--- config.mk ---
export PLATFORM = sky130hd
export DESIGN_NAME = apb_master_mux
export DESIGN_NICKNAME = d
export VERILOG_FILES = /design/src/rtl/apb_master_pkg.sv /design/src/rtl/apb_rsp_mux.sv /design/src/rtl/apb_master_mux.sv
export SDC_FILE = /design/constraint.sdc
export NUM_CORES = 1
export LEC_CHECK = 0
export CELL_PAD_IN_SITES_DETAIL_PLACEMENT = 1
export CELL_PAD_IN_SITES_GLOBAL_PLACEMENT = 1
export CORE_MARGIN = 1
export CORE_UTILIZATION = 24
export DETAILED_ROUTE_END_ITERATION = 8
export PLACE_DENSITY_LB_ADDON = 0.15
export SETUP_SLACK_MARGIN = 0.15
export SLEW_MARGIN = 25
export SYNTH_ARGS = -nofsm -noshare
export SYNTH_HDL_FRONTEND = slang
export SYNTH_SLANG_ARGS = --single-unit
--- constraint.sdc ---
create_clock -name PCLK -period 1.8 [get_ports PCLK]
set_input_delay 0.18 -clock PCLK [delete_from_list [all_inputs] [get_ports PCLK]]
set_output_delay 0.18 -clock PCLK [all_outputs]
set_load 0.05 [all_outputs]
--- src/rtl/apb_master_pkg.sv ---
// Shared state encoding and helpers for the APB4 master mux.
package apb_master_pkg;

    localparam logic [1:0] ENC_IDLE   = 2'd0;
    localparam logic [1:0] ENC_SETUP  = 2'd1;
    localparam logic [1:0] ENC_ACCESS = 2'd2;
    localparam logic [1:0] ENC_RESP   = 2'd3;

    typedef enum logic [1:0] {
        ST_IDLE   = ENC_IDLE,
        ST_SETUP  = ENC_SETUP,
        ST_ACCESS = ENC_ACCESS,
        ST_RESP   = ENC_RESP
    } apb_state_t;

    function automatic int strb_w(input int data_w);
        return data_w / 8;
    endfunction

endpackage

--- src/rtl/apb_rsp_mux.sv ---
// Index-based return path select: picks one slave's PRDATA/PREADY/PSLVERR.
module apb_rsp_mux
    import apb_master_pkg::*;
#(
    parameter int NUM_SLV = 4,
    parameter int DATA_W  = 32,
    parameter int IDX_W   = (NUM_SLV > 1) ? $clog2(NUM_SLV) : 1
) (
    input  logic [IDX_W-1:0]          idx,
    input  logic [NUM_SLV*DATA_W-1:0] prdata_all,
    input  logic [NUM_SLV-1:0]        pready_all,
    input  logic [NUM_SLV-1:0]        pslverr_all,
    output logic [DATA_W-1:0]         prdata,
    output logic                      pready,
    output logic                      pslverr
);

    always_comb begin
        prdata  = '0;
        pready  = 1'b0;
        pslverr = 1'b0;
        for (int i = 0; i < NUM_SLV; i++) begin
            if (idx == IDX_W'(i)) begin
                prdata  = prdata_all[i*DATA_W +: DATA_W];
                pready  = pready_all[i];
                pslverr = pslverr_all[i];
            end
        end
    end

endmodule

--- src/rtl/apb_master_mux.sv ---
// APB4 master: valid/ready command in, one-hot PSEL bus out, valid/ready response back.
// Optional access timeout enabled by defining APB_TIMEOUT_EN.
module apb_master_mux
    import apb_master_pkg::*;
#(
    parameter int ADDR_W         = 32,
    parameter int DATA_W         = 32,
    parameter int NUM_SLV        = 4,
    parameter int SEL_W          = 3,
    parameter int TIMEOUT_CYCLES = 16
) (
    input  logic                        PCLK,
    input  logic                        PRESETn,
    input  logic                        cmd_valid,
    output logic                        cmd_ready,
    input  logic                        cmd_write,
    input  logic [ADDR_W-1:0]           cmd_addr,
    input  logic [DATA_W-1:0]           cmd_wdata,
    input  logic [strb_w(DATA_W)-1:0]   cmd_strb,
    output logic                        rsp_valid,
    input  logic                        rsp_ready,
    output logic [DATA_W-1:0]           rsp_rdata,
    output logic                        rsp_err,
    output logic [NUM_SLV-1:0]          PSEL,
    output logic                        PENABLE,
    output logic [ADDR_W-1:0]           PADDR,
    output logic                        PWRITE,
    output logic [DATA_W-1:0]           PWDATA,
    output logic [strb_w(DATA_W)-1:0]   PSTRB,
    input  logic [NUM_SLV*DATA_W-1:0]   PRDATA,
    input  logic [NUM_SLV-1:0]          PREADY,
    input  logic [NUM_SLV-1:0]          PSLVERR
);

    // state  | meaning
    // IDLE   | waiting for a command, cmd_ready high
    // SETUP  | PSEL asserted, PENABLE low, one cycle
    // ACCESS | PENABLE high, waiting for selected PREADY
    // RESP   | rsp_valid high until rsp_ready

    localparam int IDX_W = (NUM_SLV > 1) ? $clog2(NUM_SLV) : 1;
    localparam logic [SEL_W:0] NUM_SLV_EXT = (SEL_W+1)'(NUM_SLV);

    if (DATA_W % 8 != 0) begin : g_bad_data_w
        $error("DATA_W must be a multiple of 8");
    end
    if (NUM_SLV < 1 || NUM_SLV > (1 << SEL_W)) begin : g_bad_num_slv
        $error("NUM_SLV must be in 1..2**SEL_W");
    end
    if (TIMEOUT_CYCLES < 1) begin : g_bad_timeout
        $error("TIMEOUT_CYCLES must be at least 1");
    end

    apb_state_t         state;
    logic [IDX_W-1:0]   sel_idx;
    logic [SEL_W-1:0]   cmd_idx;
    logic [DATA_W-1:0]  sel_prdata;
    logic               sel_pready;
    logic               sel_pslverr;
    logic               timeout_hit;

    assign cmd_idx   = cmd_addr[ADDR_W-1 -: SEL_W];
    assign cmd_ready = (state == ST_IDLE) && !rsp_valid;

    apb_rsp_mux #(
        .NUM_SLV (NUM_SLV),
        .DATA_W  (DATA_W),
        .IDX_W   (IDX_W)
    ) u_rsp_mux (
        .idx         (sel_idx),
        .prdata_all  (PRDATA),
        .pready_all  (PREADY),
        .pslverr_all (PSLVERR),
        .prdata      (sel_prdata),
        .pready      (sel_pready),
        .pslverr     (sel_pslverr)
    );

`ifdef APB_TIMEOUT_EN
    localparam int WAIT_W = $clog2(TIMEOUT_CYCLES + 1);
    localparam logic [WAIT_W-1:0] WAIT_LAST = WAIT_W'(TIMEOUT_CYCLES - 1);

    logic [WAIT_W-1:0] wait_cnt;

    always_ff @(posedge PCLK or negedge PRESETn) begin
        if (!PRESETn) begin
            wait_cnt <= '0;
        end else if (state == ST_SETUP) begin
            wait_cnt <= '0;
        end else if (state == ST_ACCESS && !sel_pready) begin
            wait_cnt <= wait_cnt + 1'b1;
        end
    end

    // The miss that would bring the count to TIMEOUT_CYCLES aborts; a ready in that cycle still wins.
    assign timeout_hit = (state == ST_ACCESS) && !sel_pready && (wait_cnt == WAIT_LAST);
`else
    assign timeout_hit = 1'b0;
`endif

    always_ff @(posedge PCLK or negedge PRESETn) begin
        if (!PRESETn) begin
            state     <= ST_IDLE;
            sel_idx   <= '0;
            PSEL      <= '0;
            PENABLE   <= 1'b0;
            PADDR     <= '0;
            PWRITE    <= 1'b0;
            PWDATA    <= '0;
            PSTRB     <= '0;
            rsp_valid <= 1'b0;
            rsp_rdata <= '0;
            rsp_err   <= 1'b0;
        end else begin
            case (state)
                ST_IDLE: begin
                    if (cmd_valid && cmd_ready) begin
                        if ({1'b0, cmd_idx} < NUM_SLV_EXT) begin
                            state   <= ST_SETUP;
                            sel_idx <= cmd_idx[IDX_W-1:0];
                            PSEL    <= NUM_SLV'(1) << cmd_idx;
                            PENABLE <= 1'b0;
                            PADDR   <= cmd_addr;
                            PWRITE  <= cmd_write;
                            PWDATA  <= cmd_wdata;
                            PSTRB   <= cmd_write ? cmd_strb : '0;
                        end else begin
                            state     <= ST_RESP;
                            rsp_valid <= 1'b1;
                            rsp_err   <= 1'b1;
                            rsp_rdata <= '0;
                        end
                    end
                end
                ST_SETUP: begin
                    state   <= ST_ACCESS;
                    PENABLE <= 1'b1;
                end
                ST_ACCESS: begin
                    if (sel_pready) begin
                        state     <= ST_RESP;
                        PSEL      <= '0;
                        PENABLE   <= 1'b0;
                        rsp_valid <= 1'b1;
                        rsp_err   <= sel_pslverr;
                        rsp_rdata <= (!PWRITE && !sel_pslverr) ? sel_prdata : '0;
                    end else if (timeout_hit) begin
                        state     <= ST_RESP;
                        PSEL      <= '0;
                        PENABLE   <= 1'b0;
                        rsp_valid <= 1'b1;
                        rsp_err   <= 1'b1;
                        rsp_rdata <= '0;
                    end
                end
                ST_RESP: begin
                    if (rsp_ready) begin
                        state     <= ST_IDLE;
                        rsp_valid <= 1'b0;
                    end
                end
                default: state <= ST_IDLE;
            endcase
        end
    end

endmodule

==> results of run 1 <==
power by group through the flow:
| stage | clock network [mW] | registers (mW) | logic, mW |
|---|---|---|---|
| floorplan | 0 | 7.76 | 2.67 |
| detailed placement | 0 | 4.26 | 9.92 |
| global placement | 0 | 4.20 | 9.79 |
| finish | 2.01 | 4.32 | 10.4 |
| CTS | 2.09 | 4.18 | 9.60 |
| global route | 2.19 | 4.47 | 10.9 |
worst max path at each step:
stage / startpoint / endpoint / slack [ns] / cells past startpoint
after floorplan: PADDR[29]$_DFFE_PN0P_ / rsp_rdata[15]$_DFFE_PN0P_ / 0.07 / 4
after global placement: cmd_valid / PADDR[29]$_DFFE_PN0P_ / -0.004 / 7
after detailed placement: state[0]$_DFFE_PN0P_ / PSEL[0]$_DFFE_PN0P_ / -0.01 / 7
after CTS: state[1]$_DFFE_PN0P_ / rsp_rdata[31]$_DFFE_PN0P_ / 0.04 / 5
after global routing: state[1]$_DFFE_PN0P_ / rsp_rdata[29]$_DFFE_PN0P_ / -0.06 / 9
final: state[1]$_DFFE_PN0P_ / rsp_rdata[5]$_DFFE_PN0P_ / -0.03 / 9
worst register-to-register path, delay by kind of cell, from the launching register on:
kind            cells  cell delay (ns)
compound gates      2             0.31
simple gates        2             0.26
buf+inv             4             0.55
fa+ha+maj           1             0.15
flops               1             0.45
flip-flops by register name (all words and copies together) (netlist names):
| name | count |
|---|---|
| PADDR | 32 |
| PWDATA | 32 |
| rsp_rdata | 32 |
| PSEL | 4 |
| PSTRB | 4 |
| state | 2 |
| PENABLE | 1 |
| PWRITE | 1 |
| rsp_err | 1 |
| rsp_valid | 1 |
cells in the final DEF, fill, tap and decap left out, types with 2 or more instances in the layout:
| cell type | n |
|---|---|
| inv_1 | 2 |
| clkbuf_16 | 19 |
| buf_16 | 3 |
| o21ai_1 | 2 |
| nand2_2 | 75 |
| nor4b_1 | 2 |
| nand2_1 | 85 |
| nand2_4 | 46 |
| o21ai_2 | 3 |
| dfrtp_1 | 106 |
| buf_6 | 11 |
| inv_2 | 2 |
| inv_6 | 4 |
| clkdlybuf4s50_1 | 207 |
| mux4_2 | 32 |
| ha_4 | 2 |
| and2_4 | 2 |
| mux2i_1 | 7 |
| ha_1 | 4 |
| nand2b_1 | 2 |
| mux2_2 | 5 |
| buf_4 | 40 |
| a32o_1 | 31 |
| nor3b_4 | 2 |
| dfrtp_2 | 4 |
| buf_12 | 14 |
| dlygate4sd2_1 | 90 |
| a22oi_2 | 2 |
metrics by stage:
stage | cell area, sq um | hold WS [ns] | cells | utilization
final | 10200 | 0.349 | 1103 | 0.483
after global routing | 10200 | 0.351 | 1103 | 0.483
after CTS | 9110 | 0.332 | 1073 | 0.431
after detailed placement | 8820 | 0.329 | 1050 | 0.417
after global placement | 8820 | 0.307 | 1050 | 0.417
after floorplan | 5270 | -0.116 | 468 | -
logic make-up after synthesis:
group / after synthesis
multiplexers: 44
AO/OA/AOI/OAI: 45
flip-flops: 110
adder cells (fa/ha/maj): 6
AND/OR/NAND/NOR: 225
buffers and inverters: 38
layer usage:
metal	vias to the layer above	GRT usage
met4	0	0.0684
met5	-	0
li1	2349	-
met3	31	0.0407
met1	2573	0.204
met2	213	0.333
what timing repair did:
| action | CTS | global route |
|---|---|---|
| endpoints found under the setup margin | 192 | 106 |
| pin swaps | 1 | 53 |
| hold buffers | 1 | 0 |
| gates resized for setup | 101 | 207 |
| cloned | 0 | 18 |
| endpoints found under the hold margin | 110 | 0 |
| buffers inserted | 6 | 11 |
cell type report:
type	instances	area share
inverter	4	0.00147
antenna	1	0.000245
clock buffer	10	0.0234
multi-input combinational	320	0.283
sequential	110	0.270
timing repair buffer	377	0.384
tap	275	0.0336
clock inverter	6	0.00502
==> run summary, run 1 <==
Initial Util: 0.246
DIE HEIGHT: 149 um
Fin. max-slew vios: 0
Failing checks: negative setup slack
Static Leakage: 4.85 nW
Initial DRC count: 156
Vias after detailed routing: 5166
Crit path kind: flop to flop
CP Data Arrival Time: 2.06 ns
DR pass1 iterations: 4
Nets: 1037
Total power: 16.7 mW
CP max FO: 8
Slew headroom: 0.574
Worst R2R Path Depth: 9
Syn avg cell area: 11.1 sq um
Sink Count: 110
Synth Area in Adders: 0.0144
Initial antenna violation count: 1
Slowest-stage cell, CP: dfrtp_2
FF-to-FF End: rsp_rdata[5]$_DFFE_PN0P_
Hold Path Cell Cnt: 3
Post-route antenna net violation count: 0
GR Overflow Total: 0
Max stage delay on crit path: 0.45 ns
Post-route clock period utilization: 1.02
Hold/Removal Path Class: input pin to flop
Peak VDD IR: 685 uV
Clk slew on worst S/H paths: 0.08 ns
Synth unique cells: 33
First-pass GRT wire length: 30600 um
Skew final: 0.00980 ns
IO buf count: 317
Worst path required time: 2.03 ns
Core Area: 21200 sq um
FMAX: 0.546 GHz
Max Root-Sink Buffers: 2
Post-Syn Nets: 683
DR vias/cell: 4.68
Switching Power: 8.32 mW
Post-placement setup slack: -0.0129 ns
Synth Area in Compound Gates: 0.0787
Vias in the first global route: 5429
Int Power: 8.42 mW
CTS buffer count: 9
MaxCap Viol Count: 0
I/O pin cnt: 318
Global Route Usage Sum: 0.182
H-tree depth: 3
Post-Route M1 WL: 8990 um
Post-Synthesis Cells: 468
Register Area: 2760 sq um
Post-DP HPWL: 15100 um
Clock share of power: 0.120
Layout Area Growth over Synthesis: 96.6%
Switching Fraction: 0.497
Buf+Inv Stages, Crit Path: 4
Worst setup margin: -0.0302 ns
Yosys warning count: 0
Worst r2r src: state[1]$_DFFE_PN0P_
CP endpoint kind: flop
CTS tree: yes
Final hold vios: 0
Slew of the pin with the lowest slew margin: 0.640 ns
Largest family of logic cells by synthesized area: simple AND/OR/NAND/NOR gates
Min Clock Period, post-route: 1.83 ns
Die area: 22300 sq um
Root buffer cell: clkbuf_16
Drt drc: 0
Reg2Reg Setup Slack: -0.03 ns
Post-synth EDFFs: 0
Cell area power density: 1640 nW/um^2
Post-Route WL: 23200 um
Clk_lat worst skew: 0.36 ns
Die Wd: 149 um
Register area share after synthesis: 0.529
Yosys reg bits: 110
WL per Instance: 21.1 um
Mux cell area share after synthesis: 0.163
Worst setup SP type: flop
Outcome: complete, but fails checks
Largest net degree at the start of global routing: 111
Min-delay src: cmd_wdata[10]
Sequential Power Share: 0.258
Most frequent cell after synthesis: nand2_1
Post-synth top area cell: dfrtp_1
Post-synth top area share: 0.529
Power share of the combinational group: 0.622
Most used flip-flop cell after synthesis: dfrtp_1
Met3 Wirelength: 1520 um
Cell family with most CP delay: buffers and inverters
Cell Rows: 53
Main area contributors after synthesis: dfrtp_1 (53%), nand2_1 (15%), mux4_2 (14%)
Routability cong.: 0.791
WL met2: 12100 um
Setup TNS: -0.111 ns
Filler cells: 2188
Final setup vio count: 9
Area of the multi-input gates: 2890 sq um
Simple-gate share of the synthesized area: 0.177
Post-synth top cells: nand2_1 (206), dfrtp_1 (110), mux4_2 (32)
Post-Syn Area: 5200 sq um
Cell Chain, Critical Path: inv_2, ha_4, nand2b_4, o21ai_2, buf_4, nor3b_4, buf_6, clkbuf_16, a32o_1
DR top layer: met4
Ys async rst share: 1.00
XOR/XNOR share of the synthesized area: 0
Worst Hold End: PWDATA[10]$_DFFE_PN0P_
RSZ-0062 raised after global routing: yes
Share of layout cells above drive strength 1: 0.336
(Power assumes the default switching activity.)
==> inputs of run 2 (changes only) <==
--- a/config.mk
+++ b/config.mk
@@ -7,10 +7,11 @@
 export LEC_CHECK = 0
 export CELL_PAD_IN_SITES_DETAIL_PLACEMENT = 1
 export CELL_PAD_IN_SITES_GLOBAL_PLACEMENT = 1
+export CORE_ASPECT_RATIO = 0.5
 export CORE_MARGIN = 1
 export CORE_UTILIZATION = 24
 export DETAILED_ROUTE_END_ITERATION = 8
-export PLACE_DENSITY_LB_ADDON = 0.15
+export PLACE_DENSITY_LB_ADDON = 0.05
 export SETUP_SLACK_MARGIN = 0.15
 export SLEW_MARGIN = 25
 export SYNTH_ARGS = -nofsm -noshare
==> run 2 against run 1 <==
  * The run still ends with negative setup slack left
  * Non-clock buffer count is the same
  * Critical endpoint is now rsp_rdata[15]$_DFFE_PN0P_
  * Die area grew 0.16%
  * Core utilization grew 0.30 points
  * Sequential share of layout area grew 0.19 points
==> run summary, run 2 (same netlist as run 1, synthesis figures left out) <==
Placed cells: 1070
Clk slew on worst S/H paths: 0.08 ns
CP endpoint kind: flop
MaxCap Viol Count: 0
CTS buffer count: 9
Initial antenna violation count: 2
Initial DRC count: 174
Worst setup SP type: flop
Worst path required time: 2.03 ns
Vias after detailed routing: 5036
Diodes inserted: 0
Cell family with most CP delay: flip-flops
Static Leakage: 5.02 nW
Min Clock Period, post-route: 1.83 ns
DIE HEIGHT: 106 um
Crit path kind: flop to flop
Final setup vio count: 3
Dpl cell area: 8870 sq um
Clk_lat worst skew: 0.36 ns
First-pass GRT wire length: 31400 um
Final instance area: 10200 sq um
Post-DP HPWL: 14600 um
Sink Count: 110
CP Data Arrival Time: 2.06 ns
RSZ-0062 raised after global routing: yes
WL per Instance: 19.0 um
DR pass1 iterations: 4
Slowest-stage cell, CP: dfrtp_2
Slew of the pin with the lowest slew margin: 0.545 ns
Worst R2R Path Depth: 7
Core Area: 20900 sq um
Post-Route WL: 21200 um
Nets: 1037
Cell count along the critical path: 7
Skew final: 0.0125 ns
Most frequent cells in the layout: clkdlybuf4s50_1 (207), dfrtp_1 (106), nand2_1 (99)
Slew headroom: 0.638
Global Route Usage Sum: 0.185
Hold/Removal Path Class: input pin to asynchronous set/reset pin
FMAX: 0.547 GHz
Largest net degree at the start of global routing: 66
Buf+Inv Stages, Crit Path: 2
Final hold vios: 0
Max stage delay on crit path: 0.46 ns
Drt drc: 0
Routability cong.: 0.762
Cell Rows: 37
Post-route antenna net violation count: 0
Post-route clock period utilization: 1.02
Die Wd: 210 um
Final hold slack: 0.263 ns
Vias in the first global route: 5376
Failing checks: negative setup slack
Worst setup margin: -0.0298 ns
Root buffer cell: clkbuf_16
Fin cells: 1118
Die area: 22300 sq um
Cell area power density: 1640 nW/um^2
CTS tree: yes
Share of layout cells above drive strength 1: 0.312
H-tree depth: 3
Layout Area Growth over Synthesis: 95.3%
Cell Chain, Critical Path: ha_4, and2b_1, a22oi_2, buf_6, nand2_4, buf_12, mux2_2
Filler cells: 2207
Largest regs: PADDR (32), PWDATA (32), rsp_rdata (32)
Outcome: complete, but fails checks
CP max FO: 5
Commonest non-fill, non-tap cell in the layout: clkdlybuf4s50_1
DR vias/cell: 4.50
Initial Util: 0.249
Total power: 16.7 mW
IO buf count: 317
GR Overflow Total: 0
Max Root-Sink Buffers: 2
Setup TNS: -0.0303 ns
Critical Path Start: state[1]$_DFFE_PN0P_
Fin. max-slew vios: 0
Worst r2r src: state[1]$_DFFE_PN0P_
Peak VDD IR: 608 uV
I/O pin cnt: 318
run 2: cell type report:
type	count	area (sq um)	share of cell area
clock buffers	10	229	0.0225
clock inverters	5	58.8	0.00579
inverters	4	15.0	0.00148
multi-input cells	320	2860	0.281
flip-flops and latches	110	2760	0.272
well taps	292	365	0.0360
repair buffers	377	3870	0.381
run 2: worst paths after layout:
check,endpoint,slack [ns]
setup / recovery,rsp_rdata[15]$_DFFE_PN0P_,-0.03
hold / removal,PADDR[20]$_DFFE_PN0P_,0.26
setup reg to reg,rsp_rdata[15]$_DFFE_PN0P_,-0.03
hold reg to reg,PWDATA[13]$_DFFE_PN0P_,0.47
max in group asynchronous,PADDR[29]$_DFFE_PN0P_,0.81
min in group PCLK,PWDATA[21]$_DFFE_PN0P_,0.37
run 2: timing repair:
item	in CTS	in global routing
hold buffers	1	0
cloned	5	5
resized for setup	121	160
setup endpoints to repair	191	106
pin swaps	3	88
endpoints found under the hold margin	21	0
buffers inserted	12	10
run 2: where the power goes:
group	switching, mW	internal, mW	leakage (nW)
registers	0.604	3.53	1.44
clock network	0.958	1.08	0.135
logic	6.53	3.97	3.45
run 2: metal layers:
layer,global-route usage,up-vias,share of wire
li1,-,2329,-
met1,0.228,2541,0.42
met2,0.318,147,0.50
met3,0.0591,17,0.066
met4,0.0328,2,0.011
met5,0,-,0.00061
run 2: metrics by stage:
step           setup WS [ns]  utilization
6_report             -0.0298        0.486
5_1_grt              -0.0784        0.486
4_1_cts              -0.0128        0.452
3_5_place_dp         -0.0730        0.425
3_3_place_gp          0.0130        0.425
2_1_floorplan         0.0679            -
